--- src/rtl/ncl_wavefront_ctrl.sv ---
// ncl_wavefront_ctrl
//   Clocked sequencer for a single NCL (NULL Convention Logic) pipeline stage.
//   Each accepted single-rail word is driven into the stage as a dual-rail DATA
//   wavefront. The block waits for DATA completion, captures the result, drives
//   NULL, and then waits for NULL completion before it accepts the next word.
//   The stage's completion and result rails are asynchronous, so each one passes
//   through a SYNC_STAGES-deep synchronizer before use.
//
// Configuration macro: NCL_RAIL_CHECK_EN
//   Defined   - a synced result bit with both rails high is treated as a fault
//               in D_WAIT/N_WAIT, and takes priority over completion.
//   Undefined - such a bit simply counts as incomplete.
//
// Ports
//   clk, rst_n           clock (rising edge) and asynchronous active-low reset
//   in_valid/in_ready    input handshake; in_data is the single-rail word
//   ncl_t/ncl_f          rail1/rail0 drive into the stage (all zero = NULL)
//   ncl_ko               stage completion, async (1 = ready for DATA)
//   res_t/res_f          stage result rails, async
//   out_valid/out_ready  result handshake; out_data = res_t captured at completion
//   err                  sticky fault flag (timeout or illegal rail state)
module ncl_wavefront_ctrl #(
  parameter int unsigned WIDTH       = 4,
  parameter int unsigned TIMEOUT     = 15,
  parameter int unsigned SYNC_STAGES = 2
) (
  input  logic             clk,
  input  logic             rst_n,
  input  logic             in_valid,
  output logic             in_ready,
  input  logic [WIDTH-1:0] in_data,
  output logic [WIDTH-1:0] ncl_t,
  output logic [WIDTH-1:0] ncl_f,
  input  logic             ncl_ko,
  input  logic [WIDTH-1:0] res_t,
  input  logic [WIDTH-1:0] res_f,
  output logic             out_valid,
  input  logic             out_ready,
  output logic [WIDTH-1:0] out_data,
  output logic             err
);

  localparam logic [7:0] TimeoutCnt = 8'(TIMEOUT);

  typedef enum logic [1:0] {StIdle, StDWait, StNWait, StFault} state_e;

  state_e             state_q, state_d;
  logic [7:0]         cnt_q, cnt_d;
  logic [WIDTH-1:0]   ncl_t_q, ncl_t_d;
  logic [WIDTH-1:0]   ncl_f_q, ncl_f_d;
  logic               out_valid_q, out_valid_d;
  logic [WIDTH-1:0]   out_data_q, out_data_d;
  logic               err_q, err_d;

  // Synchronizers for the asynchronous stage outputs.
  logic [SYNC_STAGES-1:0] ko_sync_q;
  logic [WIDTH-1:0]       res_t_sync_q [SYNC_STAGES];
  logic [WIDTH-1:0]       res_f_sync_q [SYNC_STAGES];

  logic             ko_s;
  logic [WIDTH-1:0] res_t_s;
  logic [WIDTH-1:0] res_f_s;
  logic             d_done;
  logic             n_done;
  logic             rail_bad;
  logic             timed_out;
  logic             accept;

  always_ff @(posedge clk or negedge rst_n) begin
    if (!rst_n) begin
      ko_sync_q <= '0;
      for (int i = 0; i < int'(SYNC_STAGES); i++) begin
        res_t_sync_q[i] <= '0;
        res_f_sync_q[i] <= '0;
      end
    end else begin
      ko_sync_q       <= {ko_sync_q[SYNC_STAGES-2:0], ncl_ko};
      res_t_sync_q[0] <= res_t;
      res_f_sync_q[0] <= res_f;
      for (int i = 1; i < int'(SYNC_STAGES); i++) begin
        res_t_sync_q[i] <= res_t_sync_q[i-1];
        res_f_sync_q[i] <= res_f_sync_q[i-1];
      end
    end
  end

  assign ko_s    = ko_sync_q[SYNC_STAGES-1];
  assign res_t_s = res_t_sync_q[SYNC_STAGES-1];
  assign res_f_s = res_f_sync_q[SYNC_STAGES-1];

  // DATA is complete when every pair has exactly one rail high; a pair with
  // both rails high fails the XOR and therefore reads as incomplete.
  assign d_done = ~ko_s & (&(res_t_s ^ res_f_s));
  assign n_done = ko_s & ~(|res_t_s) & ~(|res_f_s);

`ifdef NCL_RAIL_CHECK_EN
  assign rail_bad = |(res_t_s & res_f_s);
`else
  assign rail_bad = 1'b0;
`endif

  assign timed_out = (cnt_q == TimeoutCnt);
  assign in_ready  = (state_q == StIdle) & ko_s & ~out_valid_q;
  assign accept    = in_valid & in_ready;

  always_comb begin
    state_d     = state_q;
    cnt_d       = cnt_q;
    ncl_t_d     = ncl_t_q;
    ncl_f_d     = ncl_f_q;
    out_valid_d = out_valid_q & ~out_ready;
    out_data_d  = out_data_q;
    err_d       = err_q;

    unique case (state_q)
      StIdle: begin
        ncl_t_d = '0;
        ncl_f_d = '0;
        if (accept) begin
          state_d = StDWait;
          ncl_t_d = in_data;
          ncl_f_d = ~in_data;
          cnt_d   = '0;
        end
      end
      StDWait: begin
        // Completion is checked before the timeout so that a completion
        // landing on the limit cycle is still a normal capture.
        if (rail_bad) begin
          state_d = StFault;
          err_d   = 1'b1;
          ncl_t_d = '0;
          ncl_f_d = '0;
        end else if (d_done) begin
          state_d     = StNWait;
          out_data_d  = res_t_s;
          out_valid_d = 1'b1;
          ncl_t_d     = '0;
          ncl_f_d     = '0;
          cnt_d       = '0;
        end else if (timed_out) begin
          state_d = StFault;
          err_d   = 1'b1;
          ncl_t_d = '0;
          ncl_f_d = '0;
        end else begin
          cnt_d = cnt_q + 8'd1;
        end
      end
      StNWait: begin
        ncl_t_d = '0;
        ncl_f_d = '0;
        if (rail_bad) begin
          state_d = StFault;
          err_d   = 1'b1;
        end else if (n_done) begin
          state_d = StIdle;
          cnt_d   = '0;
        end else if (timed_out) begin
          state_d = StFault;
          err_d   = 1'b1;
        end else begin
          cnt_d = cnt_q + 8'd1;
        end
      end
      StFault: begin
        // Terminal until reset; a pending result may still drain.
        ncl_t_d = '0;
        ncl_f_d = '0;
        err_d   = 1'b1;
      end
      default: begin
        state_d = StFault;
        err_d   = 1'b1;
        ncl_t_d = '0;
        ncl_f_d = '0;
      end
    endcase
  end

  always_ff @(posedge clk or negedge rst_n) begin
    if (!rst_n) begin
      state_q     <= StIdle;
      cnt_q       <= '0;
      ncl_t_q     <= '0;
      ncl_f_q     <= '0;
      out_valid_q <= 1'b0;
      out_data_q  <= '0;
      err_q       <= 1'b0;
    end else begin
      state_q     <= state_d;
      cnt_q       <= cnt_d;
      ncl_t_q     <= ncl_t_d;
      ncl_f_q     <= ncl_f_d;
      out_valid_q <= out_valid_d;
      out_data_q  <= out_data_d;
      err_q       <= err_d;
    end
  end

  assign ncl_t     = ncl_t_q;
  assign ncl_f     = ncl_f_q;
  assign out_valid = out_valid_q;
  assign out_data  = out_data_q;
  assign err       = err_q;

endmodule

--- config.mk ---
export PLATFORM = sky130hd
export DESIGN_NAME = ncl_wavefront_ctrl
export DESIGN_NICKNAME = d
export VERILOG_FILES = /design/src/rtl/ncl_wavefront_ctrl.sv
export SDC_FILE = /design/constraint.sdc
export NUM_CORES = 1
export LEC_CHECK = 0
export BUFFER_PORTS_ARGS = -buffer_cell sky130_fd_sc_hd__buf_2
export CAP_MARGIN = 40
export CORE_ASPECT_RATIO = 1.4
export CORE_MARGIN = 4
export CORE_UTILIZATION = 45
export CTS_BUF_LIST = sky130_fd_sc_hd__clkbuf_16
export CTS_CLUSTER_SIZE = 10
export DETAILED_ROUTE_END_ITERATION = 6
export PLACE_DENSITY = 0.68
export SLEW_MARGIN = 10
export SYNTH_ARGS = -nofsm -noshare
export SYNTH_HDL_FRONTEND = slang
export SYNTH_SLANG_ARGS = --single-unit
export TNS_END_PERCENT = 100
--- constraint.sdc ---
create_clock -name clk -period 2.2 [get_ports clk]
set_input_delay 0.11 -clock clk [delete_from_list [all_inputs] [get_ports clk]]
set_output_delay 0.11 -clock clk [all_outputs]
set_load 0.03 [all_outputs]
After elaboration in Yosys (flattened, before gate mapping) --
Cells that the tools add are included.
Operators by class: add/sub/neg operators 1, equality and inequality tests 8, muxes and demuxes 22, bitwise gates (word level) 14, reduce and logical (&&, ||, !) cells 10
Operators with widths (number):
- $mux W8 | 4
- $pmux W4 S3 | 2
- $pmux W8 S3 | 1
- $mux W4 | 4
- $add A8 B1 Y8 const B | 1
- $eq A8 B4 Y1 const B | 1
- $mux W2 | 4
- $reduce_or A4 Y1 | 2
- $and A1 B1 Y1 | 7
- $ne A2 B2 Y1 const B | 3
- $pmux W2 S3 | 1
- $reduce_bool A3 Y1 | 2
- $mux W1 | 5
- $not A1 Y1 | 5
- $eq A2 B2 Y1 const B | 2
- $not A4 Y4 | 1
- $reduce_and A2 Y1 | 2
- $reduce_and A4 Y1 | 1
- $xor A4 B4 Y4 | 1
- $ne A3 B3 Y1 const B | 1
- $pmux W1 S3 | 1
- $reduce_and A3 Y1 | 1
- $eq A2 B1 Y1 const B | 1
- $logic_not A2 Y1 | 1
- $reduce_or A2 Y1 | 1
Word-level totals: flip-flop bits (word level) 42, output and inout bits 15, logic and storage cells 67

Logic depth before layout (Yosys ltp) --
depth in word-level cells 6, depth in mapped cells 7, gate-level depth less buffers 6

Worst setup path after synthesis --
Ideal clock, no wire load.
kind register to register, start register res_t_sync_q, in the netlist res_t_s[2], end register cnt_q[1], library setup time 0.122 ns, data arrival time 1.704 ns, data required time 2.078 ns, path slack 0.374 ns, stages on the path, launching flop included 6, path buffers 0, period minus slack after synthesis 1.826 ns, cells stage by stage dfrtp_1 > or4b_4 > o31ai_2 > inv_2 > or2_4 > a32o_1
Between the ends: cells in the longest elaborated chain, start to end 6, elaborated cells between the ends (all ways) 10, those cells by class 3 x mux; 5 x bitwise; 2 x reduce/logical
Ends and longest elaborated chain:
- start, declared | RTL line 57 | logic [WIDTH-1:0] res_t_sync_q [SYNC_STAGES];
- start signal, assigned by index | RTL line 81 | res_t_sync_q[i] <= res_t_sync_q[i-1];
- $reduce_or A4 Y1 | RTL line 94 | assign n_done = ko_s & ~(|res_t_s) & ~(|res_f_s);
- $not A1 Y1 | RTL line 94
- $and A1 B1 Y1 (2 in a row) | RTL line 94
- $mux W8 | RTL line 156 | end else if (n_done) begin
- $pmux W8 S3 (*) | RTL line 115 | unique case (state_q)
- end signal, assigned | RTL line 192 | cnt_q <= cnt_d;
- end, declared | RTL line 48 | logic [7:0] cnt_q, cnt_d;
Mark *: on every way between the ends. The rest lies on a longest branch, timed or not. A chain may end at the register's enable or synchronous reset.

Worst setup path in the final report --
start register cnt_q[0], end register ncl_f_q[1], in the netlist ncl_f[1]
Between the ends: cells in the longest elaborated chain, start to end 2
Ends and longest elaborated chain:
- $eq A8 B4 Y1 | RTL line 102 | assign timed_out = (cnt_q == TimeoutCnt);
- $ne A3 B3 Y1 (no line)
- end signal, assigned | RTL line 194 | ncl_f_q <= ncl_f_d;
- end, declared | RTL line 50 | logic [WIDTH-1:0] ncl_f_q, ncl_f_d;
Every way passes these cells.

==> flow_summary.toml <==
[status]
status = "finished clean"

[clock_network]
numClockSinks = 42
cts_setup_buffers = 0
htree_levels = 2
postCtsHoldBufs = 10
cts_root_buf = "clkbuf_16"
cts_resized = 0
insertion_delay_ps = 280
cts_buffers = 5
clk_pin_slew_ps = 60
clock_path_buffers = 2
tritoncts = "yes"

[timing]
period_needed_ps = 1900
slew_viol_final = 0
relSlewSlack_pct = 60.5
period_share_pct = 86.5
finalSetupTns_ps = 0
postLayoutSetupSlackWorst_ps = 297
max_freq_mhz = 525
rsz0062_at_grt = "no"
hold_viol = 0
setup_violations = 0
fin_skew_ps = 5.34
worst_pin_slew_ps = 592

[global_routing]
grt_start_max_net_pins = 25
grt_pass1_vias = 1295
antenna_found_initial = 0
grt_pass1_wl_mm = 5.82
grt_use_total_pct = 16.0
gr-total-overflow = 0

[final_layout]
final_cell_mix = "42 x dfrtp_1, 31 x buf_2, 10 x inv_1, 10 x nand2_1, 10 x dlygate4sd3_1"
final_cells = 237
seq_area_um2 = 1050
utilization_pct = 61.2
final_net_count = 218
nFillCells = 324
drive_gt1_share_pct = 28.7
final_common_cell = "dfrtp_1"
area_delta_synth_final_pct = 28.4
stdcell_area_um2 = 2270
diodes = 0
multi_input_area_um2 = 671

[yosys]
synth-warning-count = 0
synthCells = 146
postSynthAreaPerCell_um2 = 12.1
synth_nets = 170
seq_area_frac_synth_pct = 59.5
ys_seq_elements = 42
netlist_area_um2 = 1770
synth_cell_types = 33

[floorplan]
dieArea_um2 = 5010
initial_utilization_pct = 47.6
rows = 26
pin_count = 32
core-area_um2 = 3710
die_w_um = 61.0
die_h_um = 82.1

[place]
place_congestion = 0.787
dp_cells = 219
io_buffers = 31
post-dp-hpwl_mm = 2.54
dp_slack_ps = 301
placed_area_um2 = 2000

[worst_setup_path]
r2r_slack_ps = 300
path_class = "reg2reg"
cp_cell_sequence = "ha_1 -> and3_1 -> nand2_1 -> nand2_2 -> mux2_2"
critical_path.slowest_cell = "dfrtp_1"
r2r-start = "cnt_q[0]"
worstRegToRegCells = 5
cp-start-kind = "flop"
cp_max_fo = 8
cp-end-kind = "flop"
cp.required_ps = 2360
r2r-end = "ncl_f[1]"
slowest_delay_ps = 400
critical_path_buf_inv_count = 0
path_delay_family = "simple AND/OR/NAND/NOR gates"
arrival_ps = 2070

[worst_hold_path]
holdPathEnd = "out_valid"
hold_start = "out_ready"
hold_depth = 2
holdCritPathClass = "in2reg"

[route]
viasPerCell = 5.06
drt_pass1_iterations = 4
drt-initial-drc-count = 43
wl_per_cell_um = 14.1
vias = 1199
ant_nets = 0
drc_errors = 0
drt-total-wl_mm = 3.34

[power]
p_per_area_nw_per_um2 = 731
vdd_drop_max_uv = 813
p_leak_nw = 1.15

[job]
cap_viol_max_count = 0
## through the flow
step | hold slack, ps | total power [W]
after detailed placement | 84.4 | 0.000861
after global routing | 4.04 | 0.00173
after CTS | 0.923 | 0.00168
final | 9.01 | 0.00166
after floorplan | -186 | 0.000822
after global placement | 219 | 0.000853
## report_power, final
group | total [W] | switching [W] | internal [W]
combinational | 0.0000610 | 0.0000268 | 0.0000341
clock | 0.000799 | 0.000269 | 0.000530
sequential | 0.000799 | 0.00000897 | 0.000790
total | 0.00166 | 0.000305 | 0.00135
## how the worst max path moves through the flow
stage / end / slack [ps] / from / depth (start not counted)
after floorplan: cnt_q[1] / 370 / res_t_s[2] / 5
after CTS: ncl_f[1] / 280 / cnt_q[0] / 5
after detailed placement: ncl_f[1] / 300 / cnt_q[0] / 5
after global routing: state_q[0] / 140 / cnt_q[0] / 6
after global placement: cnt_q[1] / 340 / res_t_s[2] / 5
final: ncl_f[1] / 300 / cnt_q[0] / 5
## flip-flops by register name, indices dropped and copies added, names as in the netlist
name,count
ncl_t,4
ko_sync_q,2
out_valid,1
res_t_s,4
err,1
cnt_q,8
res_f_s,4
state_q,2
out_data,4
res_t_sync_q,4
res_f_sync_q,4
ncl_f,4
## cells in the mapped netlist
library cell / instances / area [um^2]
nand2_1: 10 / 37.5
nor4_1: 1 / 6.26
mux2i_1: 4 / 40.0
dfrtp_1: 42 / 1050
and3_1: 4 / 25.0
inv_2: 1 / 3.75
nor3_2: 1 / 10.0
or3_1: 1 / 6.26
inv_1: 9 / 33.8
o31ai_2: 1 / 12.5
mux2_2: 8 / 90.1
o21ai_1: 1 / 5.00
nand3b_1: 1 / 7.51
nand3_1: 6 / 30.0
and2_1: 1 / 6.26
or4b_4: 1 / 13.8
a2bb2oi_1: 1 / 8.76
a21boi_1: 1 / 7.51
a21oi_1: 6 / 30.0
o21ai_0: 2 / 10.0
or2_2: 1 / 6.26
nor3_1: 7 / 35.0
or2_4: 1 / 8.76
xnor2_1: 9 / 78.8
nand2_2: 1 / 6.26
a32o_1: 4 / 40.0
ha_1: 7 / 87.6
a21o_1: 1 / 7.51
a31o_2: 1 / 8.76
a31oi_1: 1 / 6.26
nor2_1: 8 / 30.0
and4_1: 1 / 8.76
clkbuf_1: 2 / 7.51
## logic make-up (layout without fill, tap and decap cells)
kind of cell,after synthesis,after routing,synth area share [%]
mux,12,12,7.37
compound gates,19,19,7.72
buf+inv,12,61,2.55
xor+xnor,9,9,4.46
fa+ha+maj,7,7,4.96
flops,42,42,59.5
simple gates,45,45,13.5
## cell type report
cell class / count / area share (%)
Clock inverter: 3 / 1.82
Inverter: 10 / 1.65
Sequential cell: 42 / 46.3
Tap cell: 42 / 2.32
Clock buffer: 5 / 5.52
Timing Repair Buffer: 43 / 12.8
Multi-Input combinational cell: 92 / 29.6
## metal layers
metal  global-route usage, %  routed length, um
met5                       0                  0
met4                    8.46                 68
met3                    5.29                119
met2                    27.3               1860
met1                    17.2               1290
## worst reg2reg max path, cell delays in order, from the launching register on
cell	delay (ps)
dfrtp_1	400
ha_1	200
and3_1	290
nand2_1	250
nand2_2	280
mux2_2	370
(Power assumes the default switching activity.)
